## src/rtl/corr_pkg.sv

```systemverilog
// Shared types and helpers for the correlation histogram dispatcher.
package corr_pkg;

    typedef enum logic [1:0] {CLS_FWD, CLS_REV, CLS_ZERO, CLS_REJ} evt_cls_e;

    function automatic int unsigned center_of(input int unsigned addr_w);
        return 32'd1 << (addr_w - 1);
    endfunction

    // Increment that sticks at the all-ones value of a w-bit counter.
    function automatic logic [63:0] sat_inc(input logic [63:0] v, input int unsigned w);
        logic [63:0] top;
        top = (w >= 64) ? '1 : ((64'd1 << w) - 64'd1);
        return (v >= top) ? top : v + 64'd1;
    endfunction

endpackage

```

## src/rtl/corr_sync_fifo.sv

```systemverilog
// First-word-fall-through synchronous FIFO with occupancy count.
module corr_sync_fifo #(
    parameter int WIDTH = 8,
    parameter int DEPTH = 4
) (
    input  logic                     clk,
    input  logic                     rst,
    input  logic                     push_i,
    input  logic [WIDTH-1:0]         data_i,
    input  logic                     pop_i,
    output logic [WIDTH-1:0]         data_o,
    output logic                     valid_o,
    output logic [$clog2(DEPTH):0]   count_o
);
    localparam int PW = $clog2(DEPTH);
    localparam int CW = PW + 1;

    logic [WIDTH-1:0] mem_q [DEPTH];
    logic [PW-1:0]    wr_q, rd_q;
    logic [CW-1:0]    cnt_q;
    logic             do_push, do_pop;

    // A push into a full FIFO is only taken when the head leaves on the same edge.
    assign do_pop  = pop_i && (cnt_q != '0);
    assign do_push = push_i && ((cnt_q != CW'(DEPTH)) || do_pop);

    always_ff @(posedge clk) begin
        if (rst) begin
            wr_q  <= '0;
            rd_q  <= '0;
            cnt_q <= '0;
        end else begin
            if (do_push) wr_q <= wr_q + PW'(1);
            if (do_pop)  rd_q <= rd_q + PW'(1);
            cnt_q <= cnt_q + CW'(do_push) - CW'(do_pop);
        end
    end

    always_ff @(posedge clk) begin
        if (do_push) mem_q[wr_q] <= data_i;
    end

    assign data_o  = mem_q[rd_q];
    assign valid_o = (cnt_q != '0);
    assign count_o = cnt_q;

endmodule

```

## src/rtl/corr_bin_dispatcher.sv

```systemverilog
// Classifies start/end channel delay events into histogram bin addresses and
// queues the resulting increment requests towards the RMW engine.
module corr_bin_dispatcher
    import corr_pkg::*;
#(
    parameter int CH_W   = 2,
    parameter int INT_W  = 7,
    parameter int ADDR_W = 8,
    parameter int DEPTH  = 4,
    parameter int CNT_W  = 16
) (
    input  logic              clk,
    input  logic              rst,
    input  logic              cfg_enable,
    input  logic              cfg_mirror,
    input  logic [CH_W-1:0]   cfg_ref_ch,
    input  logic [CH_W-1:0]   cfg_probe_ch,
    input  logic              evt_valid,
    output logic              evt_ready,
    input  logic [CH_W-1:0]   evt_start_ch,
    input  logic [CH_W-1:0]   evt_end_ch,
    input  logic [INT_W-1:0]  evt_interval,
    output logic              inc_valid,
    input  logic              inc_ready,
    output logic [ADDR_W-1:0] inc_addr,
    input  logic              clr_cnt,
    output logic [CNT_W-1:0]  accept_cnt,
    output logic [CNT_W-1:0]  reject_cnt,
    output logic [CNT_W-1:0]  range_cnt
);
    localparam int AW  = ((ADDR_W > INT_W) ? ADDR_W : INT_W) + 1;
    localparam int FCW = $clog2(DEPTH) + 1;
    localparam logic [AW-1:0] CTR = AW'(center_of(ADDR_W));

    logic              rdy_q, rdy_d;
    logic              s1_vld_q, s1_vld_d;
    logic              s1_push_q, s1_push_d;
    logic [ADDR_W-1:0] s1_addr_q, s1_addr_d;
    logic [CNT_W-1:0]  acc_cnt_q, acc_cnt_d;
    logic [CNT_W-1:0]  rej_cnt_q, rej_cnt_d;
    logic [CNT_W-1:0]  rng_cnt_q, rng_cnt_d;

    evt_cls_e          cls;
    logic [AW-1:0]     ivl, sum;
    logic              in_rng, fwd_hit, rev_hit, acc;
    logic              push, pop, fifo_vld;
    logic [ADDR_W-1:0] fifo_data;
    logic [FCW-1:0]    fifo_cnt, fifo_cnt_d;

    assign acc     = evt_valid && rdy_q;
    assign fwd_hit = (evt_start_ch == cfg_ref_ch)   && (evt_end_ch == cfg_probe_ch);
    assign rev_hit = (evt_start_ch == cfg_probe_ch) && (evt_end_ch == cfg_ref_ch);
    assign ivl     = AW'(evt_interval);

    // Range checks happen at the widened width so no address can wrap.
    always_comb begin
        cls = CLS_REJ;
        if (fwd_hit || rev_hit) begin
            if (evt_interval == '0)        cls = CLS_ZERO;
            else if (fwd_hit || cfg_mirror) cls = CLS_FWD;
            else                            cls = CLS_REV;
        end
        in_rng = 1'b0;
        sum    = CTR;
        case (cls)
            CLS_FWD:  begin in_rng = (ivl <= CTR - AW'(1)); sum = CTR + ivl; end
            CLS_REV:  begin in_rng = (ivl <= CTR);          sum = CTR - ivl; end
            CLS_ZERO: begin in_rng = 1'b1;                  sum = CTR;       end
            default:  begin in_rng = 1'b0;                  sum = CTR;       end
        endcase
    end

    always_comb begin
        acc_cnt_d = acc_cnt_q;
        rej_cnt_d = rej_cnt_q;
        rng_cnt_d = rng_cnt_q;
        if (clr_cnt) begin
            acc_cnt_d = '0;
            rej_cnt_d = '0;
            rng_cnt_d = '0;
        end else if (acc && cfg_enable) begin
            if (cls == CLS_REJ) rej_cnt_d = CNT_W'(sat_inc(64'(rej_cnt_q), CNT_W));
            else if (!in_rng)   rng_cnt_d = CNT_W'(sat_inc(64'(rng_cnt_q), CNT_W));
            else                acc_cnt_d = CNT_W'(sat_inc(64'(acc_cnt_q), CNT_W));
        end
    end

    assign s1_vld_d  = acc;
    assign s1_push_d = acc && cfg_enable && (cls != CLS_REJ) && in_rng;
    assign s1_addr_d = acc ? ADDR_W'(sum) : s1_addr_q;

    assign push = s1_vld_q && s1_push_q;
    assign pop  = fifo_vld && inc_ready;

    // Ready is registered from the next-cycle occupancy, so a pop only frees
    // a slot one cycle later and stage1 always has a guaranteed home.
    assign fifo_cnt_d = fifo_cnt + FCW'(push) - FCW'(pop);
    assign rdy_d      = (int'(fifo_cnt_d) + int'(s1_vld_d)) < DEPTH;

    always_ff @(posedge clk) begin
        if (rst) begin
            rdy_q     <= 1'b0;
            s1_vld_q  <= 1'b0;
            s1_push_q <= 1'b0;
            s1_addr_q <= '0;
            acc_cnt_q <= '0;
            rej_cnt_q <= '0;
            rng_cnt_q <= '0;
        end else begin
            rdy_q     <= rdy_d;
            s1_vld_q  <= s1_vld_d;
            s1_push_q <= s1_push_d;
            s1_addr_q <= s1_addr_d;
            acc_cnt_q <= acc_cnt_d;
            rej_cnt_q <= rej_cnt_d;
            rng_cnt_q <= rng_cnt_d;
        end
    end

    corr_sync_fifo #(
        .WIDTH (ADDR_W),
        .DEPTH (DEPTH)
    ) u_fifo (
        .clk     (clk),
        .rst     (rst),
        .push_i  (push),
        .data_i  (s1_addr_q),
        .pop_i   (pop),
        .data_o  (fifo_data),
        .valid_o (fifo_vld),
        .count_o (fifo_cnt)
    );

    assign evt_ready  = rdy_q;
    assign inc_valid  = fifo_vld;
    assign inc_addr   = fifo_vld ? fifo_data : '0;
    assign accept_cnt = acc_cnt_q;
    assign reject_cnt = rej_cnt_q;
    assign range_cnt  = rng_cnt_q;

endmodule

```

## config.mk

```make
export PLATFORM = sky130hd
export DESIGN_NAME = corr_bin_dispatcher
export DESIGN_NICKNAME = d
export VERILOG_FILES = /design/src/rtl/corr_pkg.sv /design/src/rtl/corr_sync_fifo.sv /design/src/rtl/corr_bin_dispatcher.sv
export SDC_FILE = /design/constraint.sdc
export NUM_CORES = 1
export LEC_CHECK = 0
export ABC_CLOCK_PERIOD_IN_PS = 4600
export BUFFER_PORTS_ARGS = -buffer_cell sky130_fd_sc_hd__buf_4
export CAP_MARGIN = 10
export CORE_ASPECT_RATIO = 1.25
export CORE_MARGIN = 5
export CORE_UTILIZATION = 56
export CTS_CLUSTER_SIZE = 12
export DETAILED_ROUTE_END_ITERATION = 6
export PLACE_DENSITY = 0.79
export SETUP_SLACK_MARGIN = 0.02
export SLEW_MARGIN = 20
export SYNTH_ARGS = -nofsm -noshare
export SYNTH_HDL_FRONTEND = slang
export SYNTH_SLANG_ARGS = --single-unit
```

## constraint.sdc

```tcl
create_clock -name clk -period 4.6 [get_ports clk]
set_input_delay 0.92 -clock clk [delete_from_list [all_inputs] [get_ports clk]]
set_output_delay 0.92 -clock clk [all_outputs]
set_load 0.02 [all_outputs]
```

==> results.py <==
metrics = {
    "global_route": {
        "grt_max_degree": 47,
        "antenna_found_initial": 0,
        "met1_usage_pct": 26.0,
        "grt_use_met3_pct": 2.96,
        "grt_use_met2_pct": 35.9,
        "grt_pass1_vias": 3874,
        "grt_pass1_wl_mm": 18.0,
        "overflow": 0,
        "top_usage_layer": "met2",
        "grt_usage_pct": 21.0,
    },
    "worst_setup_path": {
        "slowest_delay_ns": 0.52,
        "worstPathRequired_ns": 4.88,
        "crit_fanout": 18,
        "worstPathArrival_ns": 4.05,
        "timing.rr.end": "evt_ready$_SDFF_PP0_",
        "worstSetupPathType": "input port to flip-flop",
        "reg2reg_slack_ns": 2.12,
        "cp_slowest_cell": "o21a_1",
        "crit_path_cell_trace": "buf_4 -> xor2_1 -> nor4_4 -> or2_2 -> nor2b_1 -> ha_1 -> nand2b_1 -> o311a_1 -> o21a_1 -> a41oi_1 -> a211oi_1",
        "startpoint_type": "input port",
        "endpoint_kind": "flip-flop",
        "r2r-start": "u_fifo.count_o[1]$_SDFF_PP0_",
        "r2r_cells": 9,
    },
    "route": {
        "ant_nets": 0,
        "via_per_inst": 5.91,
        "dr.pass1.iters": 4,
        "wirelength_mm": 10.8,
        "drtIter0Drc": 211,
        "post_drt_wl_per_cell_microns": 15.9,
        "drcViolationCount": 0,
        "vias": 4025,
    },
    "clocking": {
        "holdBufCountCts": 0,
        "cts_root_buffer": "clkbuf_8",
        "clkTransAtPathRegs_ns": 0.10,
        "post_cts_resized": 0,
        "cts_setup_buffers": 0,
        "cts_max_path_buffers": 2,
        "clock_latency_ns": 0.38,
        "cts_buffers": 9,
        "numClockSinks": 100,
        "cts_tree": "built",
        "h-tree-depth": 3,
    },
    "sta": {
        "post-route-min-period_ns": 3.77,
        "worst_pin_slew_ns": 0.907,
        "drv_slew": 0,
        "hold_violations": 0,
        "clock_skew_ns": 0.00944,
        "max_freq_mhz": 265,
        "post-route-period-util_pct": 82.0,
        "finalSetupViolCount": 0,
        "slew_headroom_pct": 39.5,
        "rsz0062_at_grt": "no",
        "fin_setup_tns_ns": 0,
    },
    "pwr": {
        "p_per_area_nw_per_um2": 353,
        "pwr-share-clk_pct": 26.0,
        "power.internal_mw": 1.38,
        "combPwrFrac_pct": 25.1,
        "p_sw_share_pct": 31.5,
        "switching_power_mw": 0.637,
        "ir_drop_mv": 0.223,
        "pwr-share-seq_pct": 48.8,
        "p_leak_nw": 1.97,
    },
    "yosys": {
        "syn_inst": 485,
        "syn_area_sq_um": 4870,
        "seq_area_frac_synth_pct": 47.7,
        "synth_top_cell_area_share_pct": 27.9,
        "synth_largest_area_cell": "dfxtp_1",
        "synth_cell_type_count": 58,
        "synth_edf_count": 32,
        "ys_ff_latch": 100,
        "async_reset_ff_share_pct": 0,
        "synthTopCellsByArea": "dfxtp_1, edfxtp_1, mux4_2",
        "synth_fp_nets": 523,
        "ys.flop_type": "dfxtp_1",
        "ys.warnings.count": 0,
        "synth.avg_cell_area_sq_um": 10.0,
    },
    "floorplanning": {
        "die_x_microns": 93.4,
        "ios": 80,
        "core_area_sq_um": 8610,
        "die_area_sq_um": 10700,
        "initial_core_util_pct": 56.6,
        "die_y_microns": 114,
        "rows": 38,
    },
    "placement": {
        "placedCellCount": 665,
        "placed_area_sq_um": 5540,
        "place_congestion": 0.880,
        "dp_hpwl_mm": 7.98,
        "portBuffers": 79,
    },
    "finish": {
        "antenna_cells": 0,
        "utilization_pct": 66.5,
        "instances_no_fill": 681,
        "syn_to_final_growth_pct": 17.4,
        "nets": 594,
        "drive_gt1_share_pct": 20.3,
        "stdcell_area_sq_um": 5720,
    },
    "hold_path": {
        "min_path_cells": 2,
        "min_from": "s1_addr_q[6]$_SDFFE_PP0P_",
        "hp-class": "flip-flop to flip-flop",
        "hold_path_end": "s1_addr_q[6]$_SDFFE_PP0P_",
    },
    "run": {
        "drv_cap": 0,
    },
    "run_status": {
        "outcome": "finished clean",
    },
}
## how the worst max path moves through the flow
| stage | to | startpoint |
|---|---|---|
| floorplan | accept_cnt[10]$_SDFFE_PP0P_ | cfg_probe_ch[1] |
| global placement | accept_cnt[9]$_SDFFE_PP0P_ | cfg_probe_ch[1] |
| detailed placement | accept_cnt[9]$_SDFFE_PP0P_ | cfg_probe_ch[1] |
| CTS | accept_cnt[9]$_SDFFE_PP0P_ | cfg_probe_ch[1] |
| global route | accept_cnt[9]$_SDFFE_PP0P_ | cfg_probe_ch[1] |
| finish | accept_cnt[9]$_SDFFE_PP0P_ | cfg_probe_ch[1] |
## per-stage QoR
step	hold slack, ns	power (mW)	worst slack, ns
finish	0.513	2.02	0.826
global route	0.537	2.13	0.502
detailed placement	0.497	1.53	0.470
global placement	0.476	1.51	0.634
floorplan	0.460	1.34	0.938
CTS	0.515	2.05	0.854
## sequential cells by signal, indices dropped and copies added (netlist names), named ones only
register and cells:
u_fifo.mem_q 32, s1_addr_q 8, u_fifo.count_o 3, s1_push_q 1, accept_cnt 16, s1_vld_q 1, range_cnt 16, u_fifo.wr_q 2
reject_cnt 16, evt_ready 1, u_fifo.rd_q 2
## cell usage after synthesis, drive strengths merged, types with 8 or more instances
master  count
dfxtp      68
nand2      36
edfxtp     32
o21ai      30
nor2       29
nor3       28
and2       21
nand3      18
inv        17
xnor2      17
a21oi      16
nor4       15
clkbuf     14
ha         14
and3       11
a311oi     10
a211oi      9
xor2        9
a31oi       8
mux4        8
nand4       8
## kinds of logic after synthesis
family                     Yosys count  share of synthesized area (%)
DFF                                100                           47.7
AOI/OAI and AO/OA                   96                           13.1
xor gates and xnor gates            26                           4.67
buffers and inverters               38                           3.23
and+or+nand+nor                    197                           22.4
muxes                               12                           4.52
adders and majority gates           16                           4.42
## layout by cell type, fill, tap and decap left out, types with 14 or more instances in the layout
| master | n |
|---|---|
| buf_4 | 81 |
| dfxtp_1 | 68 |
| nand2_1 | 36 |
| edfxtp_1 | 32 |
| nor2_1 | 29 |
| nor3_1 | 28 |
| and2_1 | 21 |
| nand3_1 | 18 |
| xnor2_1 | 17 |
| inv_1 | 17 |
| a21oi_1 | 16 |
| o21ai_0 | 16 |
| o21ai_1 | 14 |
| ha_1 | 14 |
## power groups by stage
stage	Combinational [mW]	Sequential (mW)	Clock, mW
final	0.508	0.987	0.526
after global routing	0.564	0.994	0.567
after CTS	0.519	0.989	0.537
after detailed placement	0.517	1.01	0
after global placement	0.509	1.01	0
after floorplan	0.358	0.984	0
## cell type report
class                           instances  area [sq um]
Fill cell                             685          2890
Clock buffer                            9           124
Multi-Input combinational cell        347          2390
Inverter                               17          63.8
Tap cell                              120           150
Timing Repair Buffer                   81           608
Clock inverter                          7          58.8
Sequential cell                       100          2320
## critical path: cells and delay by family
family                   cells  cell delay [ns]
AO/OA/AOI/OAI                4             1.21
AND/OR/NAND/NOR              4             1.20
adder cells (fa/ha/maj)      1             0.42
XOR/XNOR                     1             0.18
buffers and inverters        1             0.12
## per-layer routing
metal / up-vias / share of wire [%]
met5: - / 0
met4: 0 / 2.1
met3: 18 / 6.0
met2: 147 / 50
met1: 1907 / 41
li1: 1953 / -
Note: power is estimated with default switching activity, not from simulation.
